## config.mk

```make
export PLATFORM = sky130hd
export DESIGN_NAME = concat_packer_flat
export DESIGN_NICKNAME = d
export VERILOG_FILES = /design/src/rtl/concat_pkg.sv /design/src/rtl/concat_packer_if.sv /design/src/rtl/field_aligner.sv /design/src/rtl/concat_packer.sv /design/src/flat_wrapper.sv
export SDC_FILE = /design/constraint.sdc
export NUM_CORES = 1
export LEC_CHECK = 0
export BUFFER_PORTS_ARGS = -buffer_cell sky130_fd_sc_hd__buf_2
export CORE_MARGIN = 1.5
export CORE_UTILIZATION = 40
export DETAILED_ROUTE_END_ITERATION = 6
export GPL_TIMING_DRIVEN = 0
export SLEW_MARGIN = 10
export SYNTH_ARGS = -nofsm -noshare
export SYNTH_HDL_FRONTEND = slang
export SYNTH_HIERARCHICAL = 1
export SYNTH_SLANG_ARGS = --single-unit
```

## constraint.sdc

```tcl
create_clock -name clk -period 7 [get_ports clk]
set_clock_uncertainty 0.2 [all_clocks]
set_input_delay 0.35 -clock clk [delete_from_list [all_inputs] [get_ports clk]]
set_output_delay 0.35 -clock clk [all_outputs]
set_load 0.03 [all_outputs]
```

## src/rtl/concat_pkg.sv

```systemverilog
// Shared widths and FSM state type for the bit-field concatenation packer.
package concat_pkg;

   localparam int unsigned DATA_W = 32;
   localparam int unsigned LEN_W  = 6;
   localparam int unsigned BUF_W  = 2 * DATA_W;

   typedef enum logic [0:0] {ACCUM, EMIT} state_e;

endpackage

```

## src/rtl/concat_packer_if.sv

```systemverilog
// Field-in / word-out handshake bundle for concat_packer.
interface concat_packer_if #(
   parameter int unsigned DATA_W = concat_pkg::DATA_W,
   parameter int unsigned LEN_W  = concat_pkg::LEN_W
);

   logic              in_valid;
   logic              in_ready;
   logic [DATA_W-1:0] in_data;
   logic [LEN_W-1:0]  in_len;
   logic              flush;
   logic              out_valid;
   logic              out_ready;
   logic [DATA_W-1:0] out_data;
   logic [LEN_W-1:0]  out_fill;

   modport master (
      output in_valid, in_data, in_len, flush, out_ready,
      input  in_ready, out_valid, out_data, out_fill
   );

   modport slave (
      input  in_valid, in_data, in_len, flush, out_ready,
      output in_ready, out_valid, out_data, out_fill
   );

endinterface

```

## src/rtl/field_aligner.sv

```systemverilog
// Masks a right-aligned field to its length and shifts it to sit just below the
// cnt bits already held in the MSB-first buffer.
module field_aligner #(
   parameter int unsigned DATA_W = concat_pkg::DATA_W,
   parameter int unsigned LEN_W  = concat_pkg::LEN_W
) (
   input  logic [DATA_W-1:0]   data,
   input  logic [LEN_W-1:0]    len,
   input  logic [LEN_W:0]      cnt,
   output logic [2*DATA_W-1:0] field,
   output logic [LEN_W:0]      new_cnt
);

   localparam int unsigned BUF_W = 2 * DATA_W;
   localparam int unsigned CNT_W = LEN_W + 1;

   // 33 bits wide so that len == DATA_W does not overflow the mask.
   logic [DATA_W:0]    one;
   logic [DATA_W:0]    mask;
   logic [BUF_W-1:0]   masked;
   logic [CNT_W-1:0]   shamt;

   always_comb begin
      one     = {{DATA_W{1'b0}}, 1'b1};
      mask    = (one << len) - one;
      masked  = {{(BUF_W-DATA_W-1){1'b0}}, {1'b0, data} & mask};
      shamt   = CNT_W'(BUF_W) - cnt - CNT_W'(len);
      field   = masked << shamt;
      new_cnt = cnt + CNT_W'(len);
   end

endmodule

```

## src/rtl/concat_packer.sv

```systemverilog
// Packs 1..DATA_W-bit fields MSB-first into DATA_W-bit words; flush emits the
// left-aligned partial word with its fill count.
module concat_packer #(
   parameter int unsigned DATA_W = concat_pkg::DATA_W,
   parameter int unsigned LEN_W  = concat_pkg::LEN_W
) (
   input logic            clk,
   input logic            rst_n,
   concat_packer_if.slave bus
);

   import concat_pkg::*;

   localparam int unsigned BW    = 2 * DATA_W;
   localparam int unsigned CNT_W = LEN_W + 1;

   state_e            state_q, state_d;
   logic [BW-1:0]     buf_q, buf_d, field;
   logic [CNT_W-1:0]  cnt_q, cnt_d, new_cnt;
   logic              flush_pend_q, flush_pend_d;
   logic [DATA_W-1:0] out_data_q, out_data_d;
   logic [LEN_W-1:0]  out_fill_q, out_fill_d;
   logic [LEN_W-1:0]  len_c;
   logic              in_ready, accept;

   assign len_c = (bus.in_len > LEN_W'(DATA_W)) ? LEN_W'(DATA_W) : bus.in_len;

   field_aligner #(
      .DATA_W(DATA_W),
      .LEN_W (LEN_W)
   ) u_aligner (
      .data   (bus.in_data),
      .len    (len_c),
      .cnt    (cnt_q),
      .field  (field),
      .new_cnt(new_cnt)
   );

   assign in_ready      = (state_q == ACCUM) && (cnt_q < CNT_W'(DATA_W)) && !flush_pend_q;
   assign accept        = bus.in_valid && in_ready;
   assign bus.in_ready  = in_ready;
   assign bus.out_valid = (state_q == EMIT);
   assign bus.out_data  = out_data_q;
   assign bus.out_fill  = out_fill_q;

   always_comb begin
      state_d      = state_q;
      buf_d        = buf_q;
      cnt_d        = cnt_q;
      flush_pend_d = flush_pend_q | bus.flush;
      out_data_d   = out_data_q;
      out_fill_d   = out_fill_q;
      unique case (state_q)
         ACCUM: begin
            if (accept) begin
               buf_d = buf_q | field;
               cnt_d = new_cnt;
               if (new_cnt >= CNT_W'(DATA_W)) begin
                  state_d    = EMIT;
                  out_data_d = buf_d[BW-1 -: DATA_W];
                  out_fill_d = LEN_W'(DATA_W);
               end
            end else if (flush_pend_q) begin
               // An empty buffer retires the flush without producing a word.
               if (cnt_q != '0) begin
                  state_d    = EMIT;
                  out_data_d = buf_q[BW-1 -: DATA_W];
                  out_fill_d = cnt_q[LEN_W-1:0];
               end
               flush_pend_d = bus.flush;
            end
         end
         EMIT: begin
            // A partial word drains to an all-zero buffer under the same shift.
            if (bus.out_ready) begin
               buf_d   = buf_q << DATA_W;
               cnt_d   = cnt_q - CNT_W'(out_fill_q);
               state_d = ACCUM;
            end
         end
         default: state_d = ACCUM;
      endcase
   end

   always_ff @(posedge clk or negedge rst_n) begin
      if (!rst_n) begin
         state_q      <= ACCUM;
         buf_q        <= '0;
         cnt_q        <= '0;
         flush_pend_q <= 1'b0;
         out_data_q   <= '0;
         out_fill_q   <= '0;
      end else begin
         state_q      <= state_d;
         buf_q        <= buf_d;
         cnt_q        <= cnt_d;
         flush_pend_q <= flush_pend_d;
         out_data_q   <= out_data_d;
         out_fill_q   <= out_fill_d;
      end
   end

endmodule

```

## src/flat_wrapper.sv

```systemverilog
// flat-port wrapper written by rule: the top's interface ports become plain ports
module concat_packer_flat import concat_pkg::*;
#(
   parameter int unsigned DATA_W = concat_pkg::DATA_W,
   parameter int unsigned LEN_W  = concat_pkg::LEN_W
)
  (clk, rst_n, bus_in_valid, bus_in_data, bus_in_len, bus_flush, bus_out_ready, bus_in_ready, bus_out_valid, bus_out_data, bus_out_fill);
  concat_packer_if #(.DATA_W(DATA_W), .LEN_W(LEN_W)) bus_i ();
  input logic clk;
  input logic rst_n;
  input wire logic [$bits(bus_i.in_valid)-1:0] bus_in_valid;
  input wire logic [$bits(bus_i.in_data)-1:0] bus_in_data;
  input wire logic [$bits(bus_i.in_len)-1:0] bus_in_len;
  input wire logic [$bits(bus_i.flush)-1:0] bus_flush;
  input wire logic [$bits(bus_i.out_ready)-1:0] bus_out_ready;
  output wire logic [$bits(bus_i.in_ready)-1:0] bus_in_ready;
  output wire logic [$bits(bus_i.out_valid)-1:0] bus_out_valid;
  output wire logic [$bits(bus_i.out_data)-1:0] bus_out_data;
  output wire logic [$bits(bus_i.out_fill)-1:0] bus_out_fill;
  assign bus_i.in_valid = bus_in_valid;
  assign bus_i.in_data = bus_in_data;
  assign bus_i.in_len = bus_in_len;
  assign bus_i.flush = bus_flush;
  assign bus_i.out_ready = bus_out_ready;
  assign bus_in_ready = bus_i.in_ready;
  assign bus_out_valid = bus_i.out_valid;
  assign bus_out_data = bus_i.out_data;
  assign bus_out_fill = bus_i.out_fill;
  concat_packer #(.DATA_W(DATA_W), .LEN_W(LEN_W)) u_core (.clk(clk), .rst_n(rst_n), .bus(bus_i));
endmodule
```

Word-level counts from Yosys, hierarchy flattened
Index checks and enable logic that the tools add are counted.
- flip-flop bits (word level): 111
- output and inout port bits: 40
- word-level logic and storage cells: 56
- shift operators: 2
- mux-type cells: 24
- $add $sub $neg: 5
- equality and inequality tests: 3
- reduce and logical (&&, ||, !) cells: 9
- order comparisons: 3
- bitwise gates (word level): 4
- operators by type and width (kind ; count):
    $mux W32 ; 4
    $mux W64 ; 2
    $pmux W64 S2 ; 1
    $or A64 B64 Y64 ; 1
    $shl A33 B7 Y64 ; 1
    $and A32 B33 Y33 ; 1
    $shl A1 B6 Y33 const A ; 1
    $sub A33 B1 Y33 const B ; 1
    $mux W6 ; 5
    $mux W7 ; 2
    $pmux W7 S2 ; 1
    $sub A7 B6 Y7 ; 2
    $mux W1 ; 8
    $add A7 B6 Y7 ; 1
    $ge A7 B6 Y1 const B ; 1
    $lt A7 B6 Y1 const B ; 1
    $reduce_bool A7 Y1 ; 1
    $sub A7 B7 Y7 const A ; 1
    $gt A6 B6 Y1 const B ; 1
    $ne A2 B2 Y1 const B ; 2
    $reduce_and A4 Y1 ; 1
    $reduce_bool A2 Y1 ; 2
    $logic_and A1 B1 Y1 ; 3
    $ne A2 B1 Y1 const B ; 1
    other kinds (5) ; 5

Logic depth before layout (Yosys ltp)
- depth after elaboration: 9
- gate-level depth with buffers: 19

Modules after synthesis
Netlist, hierarchy kept.
- by module, submodules not included (module ; cells an instance ; area an instance (um^2) ; sequential area each (um^2) ; instances):
    field_aligner ; 767 ; 4887.2 ; 0.0 ; 1
    concat_packer ; 491 ; 4773.3 ; 2777.7 ; 1

Least setup slack after synthesis
Ideal clock, no wire load.
- kind: input -> register
- from: input port bus_in_len[2]
- to: register u_core.buf_q[53]
- library setup time: 0.121 ns
- slack: 2.569 ns
- arrival time: 4.110 ns
- stages: 16
- cell sequence: nor2b_1 > buf_2 > buf_2 > inv_1 > ha_1 > fa_1 > xnor2_1 > clkbuf_1 > buf_1 > buf_1 > clkbuf_1 > o21ai_0 > a32o_1 > nor2_1 > nor2_1 > o22a_1
- cells in the longest elaborated chain, start to end: 9
- elaborated cells on any way between the ends: 10
- those cells by class: 2 x add/sub; 1 x order compare; 2 x shift; 3 x mux; 2 x bitwise
- ends and longest elaborated chain (what ; RTL line ; RTL):
    start, declared ; flat_wrapper.sv:13 ; input wire logic [$bits(bus_i.in_len)-1:0] bus_in_len;
    $gt A6 B6 Y1 ; concat_packer.sv:26 ; assign len_c = (bus.in_len > LEN_W'(DATA_W)) ? LEN_W'(DATA_W) : bus.in_len;
    $mux W6 (*) ; concat_packer.sv:26 ;
    $shl A1 B6 Y33 ; field_aligner.sv:25 ; mask = (one << len) - one;
    $sub A33 B1 Y33 ; field_aligner.sv:25 ;
    $and A32 B33 Y33 ; field_aligner.sv:26 ; masked = {{(BUF_W-DATA_W-1){1'b0}}, {1'b0, data} & mask};
    $shl A33 B7 Y64 (*) ; field_aligner.sv:28 ; field = masked << shamt;
    named net u_core.field[53] ; concat_packer.sv:18 ; logic [BW-1:0] buf_q, buf_d, field;
    $or A64 B64 Y64 (*) ; concat_packer.sv:56 ; buf_d = buf_q | field;
    $mux W64 (*) ; concat_packer.sv:55 ; if (accept) begin
    $pmux W64 S2 (*) ; concat_packer.sv:53 ; unique case (state_q)
    end signal, assigned ; concat_packer.sv:95 ; buf_q <= buf_d;
    end, declared ; concat_packer.sv:18 ;
Mark *: on every way through the listed nets, which the timed path passes. The rest lies on a longest branch. The select of a mux whose other input is x is not followed.
A chain may end at the register's enable or synchronous reset.

Worst setup path after layout
- from: input port bus_in_len[5]
- to: register u_core.out_data_q[11] (netlist: u_core/bus.out_data[11])
- cells in the longest elaborated chain, start to end: 9
- elaborated cells on any way between the ends: 14
- those cells by class: 3 x add/sub; 2 x order compare; 1 x eq/ne; 2 x shift; 3 x mux; 2 x bitwise; 1 x reduce/logical
- ends and longest elaborated chain (what ; RTL line ; RTL):
    $gt A6 B6 Y1 (*) ; concat_packer.sv:26 ;
    $mux W6 (*) ; concat_packer.sv:26 ;
    named net u_core.len_c[2] ; concat_packer.sv:23 ; logic [LEN_W-1:0] len_c;
    $shl A1 B6 Y33 ; field_aligner.sv:25 ;
    $sub A33 B1 Y33 ; field_aligner.sv:25 ;
    $and A32 B33 Y33 ; field_aligner.sv:26 ;
    $shl A33 B7 Y64 (*) ; field_aligner.sv:28 ;
    named net u_core.field[43] ; concat_packer.sv:18 ;
    $or A64 B64 Y64 (*) ; concat_packer.sv:56 ;
    $mux W32 (*) ; concat_packer.sv:58 ; if (new_cnt >= CNT_W'(DATA_W)) begin
    $mux W32 (*) ; concat_packer.sv:55 ;
    end signal, assigned ; concat_packer.sv:98 ; out_data_q <= out_data_d;
    end, declared ; concat_packer.sv:21 ; logic [DATA_W-1:0] out_data_q, out_data_d;
Marks and branches as above.

==> results.tsv <==
stage	metric	value	unit
run_status	status	completed	
routing	Routed wire per std cell	25.3	µm
sta	Fin. Hold Viols	0	
setup_path	crit end category	register	
cts	hold_buf cts	2	
logic_synthesis	Async SR Flop Fraction	100	%
flow_run	max cap viols	0	
cts	worst skew pair latency	360	ps
cts	setup bufs post-CTS	0	
cts	H-tree Lvls	3	
grt	vias in the first global route	10164	
logic_synthesis	sequential share of the synthesized area	28.8	%
layout	commonest non-fill, non-tap cell in the layout	nor2_1	
setup_path	Worst Path Arrival	5960	ps
floorplan	I/O pin total	83	
floorplan	Die X-Extent	158	µm
routing	DRC violations left	0	
logic_synthesis	#FFs+latches synth	111	
layout	FILL cells	2422	
logic_synthesis	Synth Cell Area	9660	µm²
setup_path	Worst Reg-to-Reg Cells	15	
logic_synthesis	Synth cell types	93	
logic_synthesis	Syn Inst Count	1258	
cts	Worst-path clk slew	90	ps
layout	share of layout cells above drive strength 1	13.1	%
sta	# setup viols final	0	
routing	iteration count of the initial detailed-routing pass	6	
floorplan	Starting Density	40.9	%
setup_path	CP Launch Type	input port	
routing	DR vias/cell	6.39	
sta	unrepaired setup endpoints after global routing	false	
cts	clock sinks	111	
routing	routed wire length	42400	µm
sta	min Tclk post-route	5860	ps
placement	GPL Wtd Cong	1.03	
sta	fin crit share	83.8	%
floorplan	Die H	158	µm
grt	pin count of the biggest net entering global routing	62	
cts	CTS tree	yes	
routing	Via Count	10730	
layout	Area Growth Syn to Fin	12.3	%
sta	fin worst setup slack	1140	ps
routing	DRT iter0 DRCs	1100	
floorplan	CORE AREA	23600	µm²
cts	Resized cells post-CTS	0	
floorplan	DIE AREA	25100	µm²
sta	Highest Clock Rate	0.171	GHz
layout	NumNets Final	1424	
grt	initial antenna violation count	0	
placement	count of input and output buffers	82	
setup_path	crit path kind	input port to register	
grt	grt ovf	0	
sta	Hold Slack	179	ps
logic_synthesis	Post-Syn Area per Cell	7.68	µm²
sta	Max-Slew Margin vs Limit	11.7	%
sta	Max Slew Vio Count	0	
setup_path	worst-path fanout max	10	
layout	most frequent cells in the layout	216 x nor2_1, 161 x a21oi_1, 111 x dfrtp_1	
placement	Post-DP HPWL	33400	µm
placement	pre-CTS setup slack	961	ps
logic_synthesis	syn_nets	1328	
min_path	HP Class	input port to register	
cts	Clock Path Buffers	2	
layout	diode count	0	
sta	worst-margin pin slew	1320	ps
sta	Sum Neg Setup Slack	0	ps
cts	clk root buf	clkbuf_16	
routing	number of nets with antenna violations after routing	0	
logic_synthesis	EDFF count, synth	0	
grt	GRT Total Usage	34.4	%
floorplan	# rows	56	
setup_path	Worst Path Required	7090	ps
cts	CTS buffer count	9	
logic_synthesis	YS warnings	6	
logic_synthesis	ys flop type	dfrtp_1	
min_path	Worst Hold Depth	3	
grt	first-pass GRT wire length	64000	µm
[sequential cells by signal (all words and copies together) (netlist names)]
register              count
u_core/bus.out_valid      1
u_core/buf_q             64
u_core/bus.out_fill       6
u_core/bus.out_data      32
u_core/flush_pend_q       1
u_core/cnt_q              7
[Yosys cell counts, types with 9 or more instances]
library cell | n | area, µm²
nor2_1 | 216 | 811
o211ai_1 | 15 | 113
o21ai_1 | 11 | 55.1
nand2b_1 | 13 | 81.3
a32o_1 | 9 | 90.1
nand2_1 | 79 | 297
inv_1 | 37 | 139
nor3_1 | 33 | 165
nor2b_1 | 16 | 100
a31oi_1 | 11 | 68.8
a22oi_1 | 9 | 67.6
clkbuf_1 | 69 | 259
mux2i_1 | 31 | 310
buf_2 | 19 | 95.1
o22a_1 | 35 | 307
a211oi_1 | 11 | 82.6
a21oi_1 | 161 | 806
o21a_1 | 11 | 82.6
or3_1 | 9 | 56.3
nand4_1 | 9 | 56.3
dfrtp_1 | 111 | 2780
nand3_1 | 38 | 190
xnor2_1 | 10 | 87.6
o21ai_0 | 58 | 290
and2_1 | 10 | 62.6
ha_1 | 24 | 300
o22ai_1 | 15 | 93.8
[path summary, 6_finish.rpt]
kind | startpoint | end | slack (ps)
worst max-delay path | bus_in_len[5] | u_core/bus.out_data[11] | 1140
worst min-delay path | bus_in_valid | u_core/bus.out_valid | 180
worst max register to register | u_core/cnt_q[1] | u_core/buf_q[39] | 1430
worst min register to register | u_core/buf_q[37] | u_core/buf_q[37] | 290
max in group asynchronous | rst_n | u_core/buf_q[10] | 5600
min in group asynchronous | rst_n | u_core/bus.out_data[19] | 300
[stage by stage]
step	std cells	area, µm²	util (%)
detailed placement	1660	10500	44.5
finish	1678	10800	45.9
CTS	1678	10800	45.9
floorplan	1258	9660	-
global route	1678	10800	45.9
global placement	1659	10500	44.3
[critical path: stages]
cell and delay [ps]:
buf_2 130, nor2b_1 370, buf_2 320, buf_2 290, inv_1 80, ha_1 390, fa_1 470, xor2_1 680
clkbuf_1 530, clkbuf_1 540, nand2_1 200, nor3_1 530, a32oi_1 180, o21ai_0 540, a21oi_1 180, a21oi_2 170
[kinds of logic after synthesis]
| logic type | Yosys count | synth area share, % |
|---|---|---|
| AOI/OAI and AO/OA | 468 | 33.4 |
| xor gates and xnor gates | 13 | 1.18 |
| adders and majority gates | 27 | 3.73 |
| buffers and inverters | 140 | 6.27 |
| DFF | 111 | 28.8 |
| muxes | 41 | 4.52 |
| and+or+nand+nor | 458 | 22.1 |
[metal layers]
metal / vias up / GRT usage (%) / part of all wire [%] / routed length [µm]
met3: 95 / 9.12 / 10 / 4390
li1: 4827 / - / - / -
met5: - / 0 / 0 / 0
met2: 615 / 50.4 / 42 / 17700
met1: 5193 / 48.6 / 44 / 18900
met4: 0 / 11.9 / 3.4 / 1430
[final cells by class]
class	count	area, µm²	area share, %
clock buffer	9	225	2.08
timing repair buffer	85	464	4.28
tap	319	399	3.68
multi-input combinational	1007	6280	57.9
sequential	111	2780	25.6
clock inverter	7	93.8	0.865
inverter	37	139	1.28
buffer	103	467	4.30
Power is not shown: default switching activity piles up to over one toggle a cycle in this logic, so the estimate is an artifact.
